--- config.mk ---
export PLATFORM = sky130hd
export DESIGN_NAME = conv_mac_pipe
export DESIGN_NICKNAME = d
export VERILOG_FILES = /design/src/rtl/cnn_pkg.sv /design/src/rtl/conv_act_sat.sv /design/src/rtl/conv_mac_pipe.sv
export SDC_FILE = /design/constraint.sdc
export NUM_CORES = 2
export LEC_CHECK = 0
export ABC_AREA = 1
export ABC_CLOCK_PERIOD_IN_PS = 12700
export CORE_ASPECT_RATIO = 0.8
export CORE_UTILIZATION = 60
export CTS_CLUSTER_DIAMETER = 120
export DETAILED_ROUTE_END_ITERATION = 16
export MAX_ROUTING_LAYER = met4
export PLACE_DENSITY = 0.81
export SLEW_MARGIN = 0
export SYNTH_ARGS = -nofsm -noshare
export SYNTH_HDL_FRONTEND = slang
export SYNTH_SLANG_ARGS = --single-unit
--- constraint.sdc ---
create_clock -name clk -period 12.7 [get_ports clk]
set_input_delay 1.905 -clock clk [delete_from_list [all_inputs] [get_ports clk]]
set_output_delay 1.905 -clock clk [all_outputs]
set_load 0.01 [all_outputs]
--- src/rtl/cnn_pkg.sv ---
// Shared CNN datapath types: activation selector, sign-magnitude kernel word,
// and width helpers for the convolution MAC.
package cnn_pkg;

    typedef enum logic [1:0] {
        RELU   = 2'd0,
        SIGNUM = 2'd1,
        ABS    = 2'd2,
        PASS   = 2'd3
    } act_mode_e;

    localparam int unsigned KDATA_WIDTH_DEF = 8;

    // Sign bit plus fractional magnitude; sign set means the tap subtracts.
    typedef struct packed {
        logic                       sign;
        logic [KDATA_WIDTH_DEF-2:0] mag;
    } kernel_t;

    function automatic int unsigned prod_width(input int unsigned data_w,
                                               input int unsigned kdata_w);
        return data_w + kdata_w - 1;
    endfunction

    function automatic int unsigned acc_width(input int unsigned data_w,
                                              input int unsigned kdata_w,
                                              input int unsigned taps,
                                              input int unsigned channels,
                                              input int unsigned bias_w);
        return data_w + kdata_w + $clog2(taps * channels) + bias_w - data_w + 1;
    endfunction

endpackage

--- src/rtl/conv_act_sat.sv ---
// Combinational activation: drops the fixed-point fraction, applies the
// selected activation and flags saturation to the pixel range.
module conv_act_sat
    import cnn_pkg::*;
#(
    parameter int unsigned ACC_W      = 23,
    parameter int unsigned FRAC_W     = 7,
    parameter int unsigned DATA_WIDTH = 8
) (
    input  logic signed [ACC_W-1:0]      value,
    input  act_mode_e                    act_mode,
    output logic        [DATA_WIDTH-1:0] act_data_c,
    output logic                         act_sat_c
);

    localparam logic signed [ACC_W-1:0] MAX_PIX = ACC_W'({DATA_WIDTH{1'b1}});

    logic signed [ACC_W-1:0] int_val;
    logic signed [ACC_W-1:0] mag;
    logic                    neg;

    always_comb begin
        int_val    = value >>> FRAC_W;
        neg        = int_val[ACC_W-1];
        mag        = neg ? -int_val : int_val;
        act_data_c = '0;
        act_sat_c  = 1'b0;
        case (act_mode)
            RELU: begin
                if (neg) begin
                    act_data_c = '0;
                end else if (int_val > MAX_PIX) begin
                    act_data_c = '1;
                    act_sat_c  = 1'b1;
                end else begin
                    act_data_c = int_val[DATA_WIDTH-1:0];
                end
            end
            SIGNUM: act_data_c = neg ? '0 : '1;
            ABS: begin
                if (mag > MAX_PIX) begin
                    act_data_c = '1;
                    act_sat_c  = 1'b1;
                end else begin
                    act_data_c = mag[DATA_WIDTH-1:0];
                end
            end
            PASS: act_data_c = int_val[DATA_WIDTH-1:0];
            default: act_data_c = '0;
        endcase
    end

endmodule

--- src/rtl/conv_mac_pipe.sv ---
// Streaming multi-channel convolution MAC: per-tap sign-magnitude products,
// accumulation over CHANNELS beats from a bias, activation, valid/ready output.
module conv_mac_pipe
    import cnn_pkg::*;
#(
    parameter int unsigned KERNEL_SIZE = 9,
    parameter int unsigned DATA_WIDTH  = 8,
    parameter int unsigned KDATA_WIDTH = 8,
    parameter int unsigned CHANNELS    = 3,
    parameter int unsigned BIAS_WIDTH  = DATA_WIDTH + 1
) (
    input  logic                                clk,
    input  logic                                rst,
    input  logic                                flush,
    input  act_mode_e                           act_mode,
    input  logic signed [BIAS_WIDTH-1:0]        bias,
    input  logic                                in_valid,
    output logic                                in_ready,
    input  logic [DATA_WIDTH*KERNEL_SIZE-1:0]   image,
    input  logic [KDATA_WIDTH*KERNEL_SIZE-1:0]  kernel,
    output logic                                out_valid,
    input  logic                                out_ready,
    output logic [DATA_WIDTH-1:0]               out_data,
    output logic                                out_sat
);

    localparam int unsigned FRAC_W = KDATA_WIDTH - 1;
    localparam int unsigned PROD_W = prod_width(DATA_WIDTH, KDATA_WIDTH);
    localparam int unsigned ACC_W  = acc_width(DATA_WIDTH, KDATA_WIDTH, KERNEL_SIZE,
                                               CHANNELS, BIAS_WIDTH);
    localparam int unsigned CH_W   = (CHANNELS > 1) ? $clog2(CHANNELS) : 1;
    localparam logic [CH_W-1:0] CH_LAST = CH_W'(CHANNELS - 1);

    logic                          stall;
    logic [CH_W-1:0]               ch;
    logic [PROD_W-1:0]             prod [KERNEL_SIZE];
    logic [KERNEL_SIZE-1:0]        neg;

    logic                          s1_valid;
    logic                          s1_first;
    logic                          s1_last;
    logic signed [BIAS_WIDTH-1:0]  s1_bias;
    logic [PROD_W-1:0]             s1_prod [KERNEL_SIZE];
    logic [KERNEL_SIZE-1:0]        s1_neg;

    logic signed [ACC_W-1:0]       acc;
    logic signed [ACC_W-1:0]       sum;
    logic signed [ACC_W-1:0]       base;
    logic signed [ACC_W-1:0]       total;
    logic [DATA_WIDTH-1:0]         act_data;
    logic                          act_sat;

    assign stall    = out_valid && !out_ready;
    assign in_ready = !stall;

    // Magnitude products per tap; the kernel sign travels alongside.
    always_comb begin
        for (int i = 0; i < KERNEL_SIZE; i++) begin
            prod[i] = PROD_W'(image[i*DATA_WIDTH +: DATA_WIDTH])
                    * PROD_W'(kernel[i*KDATA_WIDTH +: FRAC_W]);
            neg[i]  = kernel[i*KDATA_WIDTH + FRAC_W];
        end
    end

    always_ff @(posedge clk or negedge rst) begin
        if (!rst) begin
            ch       <= '0;
            s1_valid <= 1'b0;
            s1_first <= 1'b0;
            s1_last  <= 1'b0;
            s1_bias  <= '0;
            s1_neg   <= '0;
            for (int i = 0; i < KERNEL_SIZE; i++) s1_prod[i] <= '0;
        end else if (flush) begin
            ch       <= '0;
            s1_valid <= 1'b0;
        end else if (!stall) begin
            s1_valid <= in_valid;
            if (in_valid) begin
                s1_prod  <= prod;
                s1_neg   <= neg;
                s1_first <= (ch == '0);
                s1_last  <= (ch == CH_LAST);
                if (ch == '0) s1_bias <= bias;
                ch <= (ch == CH_LAST) ? '0 : ch + CH_W'(1);
            end
        end
    end

    // Signed reduction of the registered products onto bias or running acc.
    always_comb begin
        sum = '0;
        for (int i = 0; i < KERNEL_SIZE; i++) begin
            sum = s1_neg[i] ? sum - ACC_W'(s1_prod[i]) : sum + ACC_W'(s1_prod[i]);
        end
        base  = s1_first ? (ACC_W'(s1_bias) <<< FRAC_W) : acc;
        total = base + sum;
    end

    conv_act_sat #(
        .ACC_W      (ACC_W),
        .FRAC_W     (FRAC_W),
        .DATA_WIDTH (DATA_WIDTH)
    ) u_act (
        .value      (total),
        .act_mode   (act_mode),
        .act_data_c (act_data),
        .act_sat_c  (act_sat)
    );

    // Output register may be consumed and reloaded in the same cycle.
    always_ff @(posedge clk or negedge rst) begin
        if (!rst) begin
            acc       <= '0;
            out_valid <= 1'b0;
            out_data  <= '0;
            out_sat   <= 1'b0;
        end else if (flush) begin
            acc       <= '0;
            out_valid <= 1'b0;
            out_data  <= '0;
            out_sat   <= 1'b0;
        end else begin
            if (out_valid && out_ready) out_valid <= 1'b0;
            if (s1_valid && !stall) begin
                if (s1_last) begin
                    out_valid <= 1'b1;
                    out_data  <= act_data;
                    out_sat   <= act_sat;
                end else begin
                    acc <= total;
                end
            end
        end
    end

endmodule

==> impl_results.md <==
* Source of the worst register-to-register timing path: s1_prod[120]$_DFFE_PN0P_
* RePlAce Congestion at 0.977
* Floorplan Core Area at 58200 sq um
* Slowest stage cell on the critical path: sky130_fd_sc_hd__ha_1
* Cell repeated most along the worst path: sky130_fd_sc_hd__nand2_1
* DR vias/cell at 5.34
* Worst-path maximum fanout at 22
* Count of cells along the worst register-to-register path at 66
* Clock sink total at 191
* Starting Density at 60.8%
* Largest stage delay, worst path at 0.38 ns
* Multi-input gate area in the final layout at 26600 sq um
* Synthesis-to-layout area growth at 8.58%
* Maximum capacitance violations at 0
* Detailed router's first-iteration violation count at 2024
* Antenna violations before repair at 0
* Total iterations of the first detailed-routing run at 8
* Clock tree from TritonCTS: yes
* Arrival time of the worst setup path at 12.25 ns
* Horiz. Die Dim at 274 um
* Ant. Diodes at 0
* Min Clock Period, post-route at 11.88 ns
* Post-detail-place hpwl at 68000 um
* Critical path data required time at 13.08 ns
* DRC violation count after routing at 0
* Maximum clock path buffer count at 2
* Number of buffers inserted during clock tree synthesis at 17
* GR Util met2 at 43.5%
* Transition time of the tightest slew-check pin at 1.07 ns
* Clock latency on the worst-skew pair at 0.48 ns
* CP Capture Type: flip-flop
* Global-route wire length before repair at 139000 um
* All-Layer GR Usage at 28.7%
* Clock transition time at the flip-flop clock pins of the worst setup and hold paths at 0.08 ns
* Highest-utilization routing layer at the global route stage: met2
* Area of all sequential standard cells at 4780 sq um
* Die footprint at 60000 sq um
* Run status: completed
* Synth Warn # at 0
* Hold Violations, Final at 0
* Crit Path Class: reg2reg
* Top-level port count at 171
* Final Net Count at 5922
* Routed length per instance at 14.2 um
* Global-route track usage on met3 at 3.63%
* # rows at 79
* Hold Crit Start: out_data[3]$_DFFE_PN0P_
* Total negative slack at 0 ns
* Number of routed nets with antenna violations at 0
* Final period utilization at 93.5%
* Destination of the worst hold path: out_data[3]$_DFFE_PN0P_
* Worst max-slew margin expressed relative to the limit at 28.4%
* Unique masters post-synth at 60
* Fin Hold WS at 0.478 ns
* Share of the yosys chip area belonging to registers at 13.5%
* Flip-flop and latch count after synthesis at 191
* Flop-to-flop setup slack at 0.82 ns
* Post-Syn Nets at 5849
* Area of the mapped netlist at 35400 sq um
* Reg-to-Reg End: out_data[1]$_DFFE_PN0P_
* Worst clock skew on the final layout at 0.00764 ns
* CP Launch Type: flip-flop
* Post-detailed-routing wire length at 81800 um
* Worst hold path type: reg2reg
* Hold Crit Depth at 2
* Maximum number of pins on one net before global-route repair at 106
* Synthesized instance count at 4913
* Via count of the first global-routing pass at 29600
* Global Route met1 Usage at 41.1%
* Total gr overflow at 0
* Fmax at 84.2 MHz
* Total number of vias at 30800
* Buffers added on ports at 170
* Final max-slew violation count at 0
* Post-synthesis area per instance at 7.21 sq um
* Height of the die at 219 um
* Number of filler cells placed in the layout at 5030
* Share of layout cells above drive strength 1 at 3.68%
* Final setup vio count at 0
* Cell at the root of the clock tree: sky130_fd_sc_hd__clkbuf_16
* Depth of the CTS H-tree at 4
-- metrics by stage --
step | setup slack (ns) | instance area, sq um | util (%) | cells
after detailed placement | 0.181 | 37600 | 64.6 | 5730
after floorplan | 2.03 | 35400 | - | 4913
after CTS | 0.0994 | 38200 | 65.7 | 5762
after global routing | -0.0748 | 38500 | 66.1 | 5768
final | 0.822 | 38500 | 66.1 | 5768
after global placement | 0.477 | 37600 | 64.6 | 5730
-- logic make-up (layout without fill, tap and decap cells) --
kind of cell	after synthesis	in the layout	share of synthesized area, %
fa+ha+maj	776	776	33.1
buf+inv	1121	1206	12.0
flops	191	191	13.5
xor+xnor	387	387	9.69
compound gates	760	760	12.1
simple gates	1669	1670	19.3
mux	9	9	0.286
-- synth_stat cells, drive strengths merged --
library cell  count  area (sq um)
o311ai            4          50.1
nor3b             2          15.0
nor4             11          75.1
o31ai            48           360
nand3           125           646
nand4            19           119
a221oi            2          17.5
a31oi            31           200
nand2          1118          4270
a21oi           295          1500
mux2              9           101
or2               6          37.5
o32ai             4          35.0
a211oi            3          22.5
and2              3          18.8
a21boi            4          30.0
clkinv            3          11.3
buf              10          82.6
nor2            325          1280
dfrtp           191          4780
xnor2           117          1020
xor2            270          2410
o21bai           37           285
fa              270          5410
o21ai           281          1430
a21o             13          97.6
o22ai            19           119
o221ai            4          35.0
nand3b            6          45.0
ha              506          6330
o21a              9          67.6
o211a             2          20.0
o41ai             1          8.76
nor3             54           312
o2111ai           1          8.76
inv             990          3720
o211ai            2          15.0
clkbuf          118           443
-- registers in the layout, summed over array words and instances, names as in the netlist, 2 cells and up --
name and cells:
s1_neg 9, acc 23, s1_bias 9, ch 2, out_data 8, s1_prod 135
-- layout make-up --
class,instances,area share [%]
Sequential cell,191,12.4
Clock inverter,15,0.498
Multi-Input combinational cell,3602,69.1
Inverter,993,9.71
Clock buffer,17,1.11
Timing Repair Buffer,181,4.65
Tap cell,769,2.50
-- worst max-delay path by stage --
stage / slack (ns) / startpoint / depth (start not counted) / to
after global routing: -0.07 / s1_prod[105]$_DFFE_PN0P_ / 76 / out_data[2]$_DFFE_PN0P_
after global placement: 0.48 / s1_prod[105]$_DFFE_PN0P_ / 70 / out_data[4]$_DFFE_PN0P_
final: 0.82 / s1_prod[120]$_DFFE_PN0P_ / 66 / out_data[1]$_DFFE_PN0P_
after CTS: 0.1 / s1_prod[105]$_DFFE_PN0P_ / 69 / out_data[7]$_DFFE_PN0P_
after detailed placement: 0.18 / s1_prod[105]$_DFFE_PN0P_ / 69 / out_data[7]$_DFFE_PN0P_
after floorplan: 2.03 / s1_prod[105]$_DFFE_PN0P_ / 71 / out_data[1]$_DFFE_PN0P_
-- worst max-delay path, delay by kind of cell (launching register included) --
family / cells / cell delay [ns]
and+or+nand+nor: 32 / 3.60
xor gates and xnor gates: 9 / 1.64
buffers and inverters: 3 / 0.25
AOI/OAI and AO/OA: 12 / 2.51
adders and majority gates: 10 / 3.37
DFF: 1 / 0.36
-- timing repair --
item | 4_1_cts | 5_1_grt
resized for setup | 0 | 54
setup endpoints to repair | 0 | 11
hold buffers | 0 | 0
setup buffers | 0 | 5
-- placed cells by master, fill, tap and decap left out, drive strengths merged, types with 31 or more instances in the layout --
cell / count
nand2: 1119
inv: 1000
ha: 506
nor2: 325
a21oi: 295
o21ai: 281
fa: 270
xor2: 270
dfrtp: 191
clkdlybuf4s50: 169
nand3: 125
xnor2: 117
nor3: 54
o31ai: 48
o21bai: 37
a31oi: 31
-- layer usage --
metal,vias to the layer above,wire (um)
met5,-,0
met4,0,1100
met3,79,4780
met2,830,35900
met1,14300,40000
li1,15600,-
Power is not shown: default switching activity piles up to over one toggle a cycle in this logic, so the estimate is an artifact.
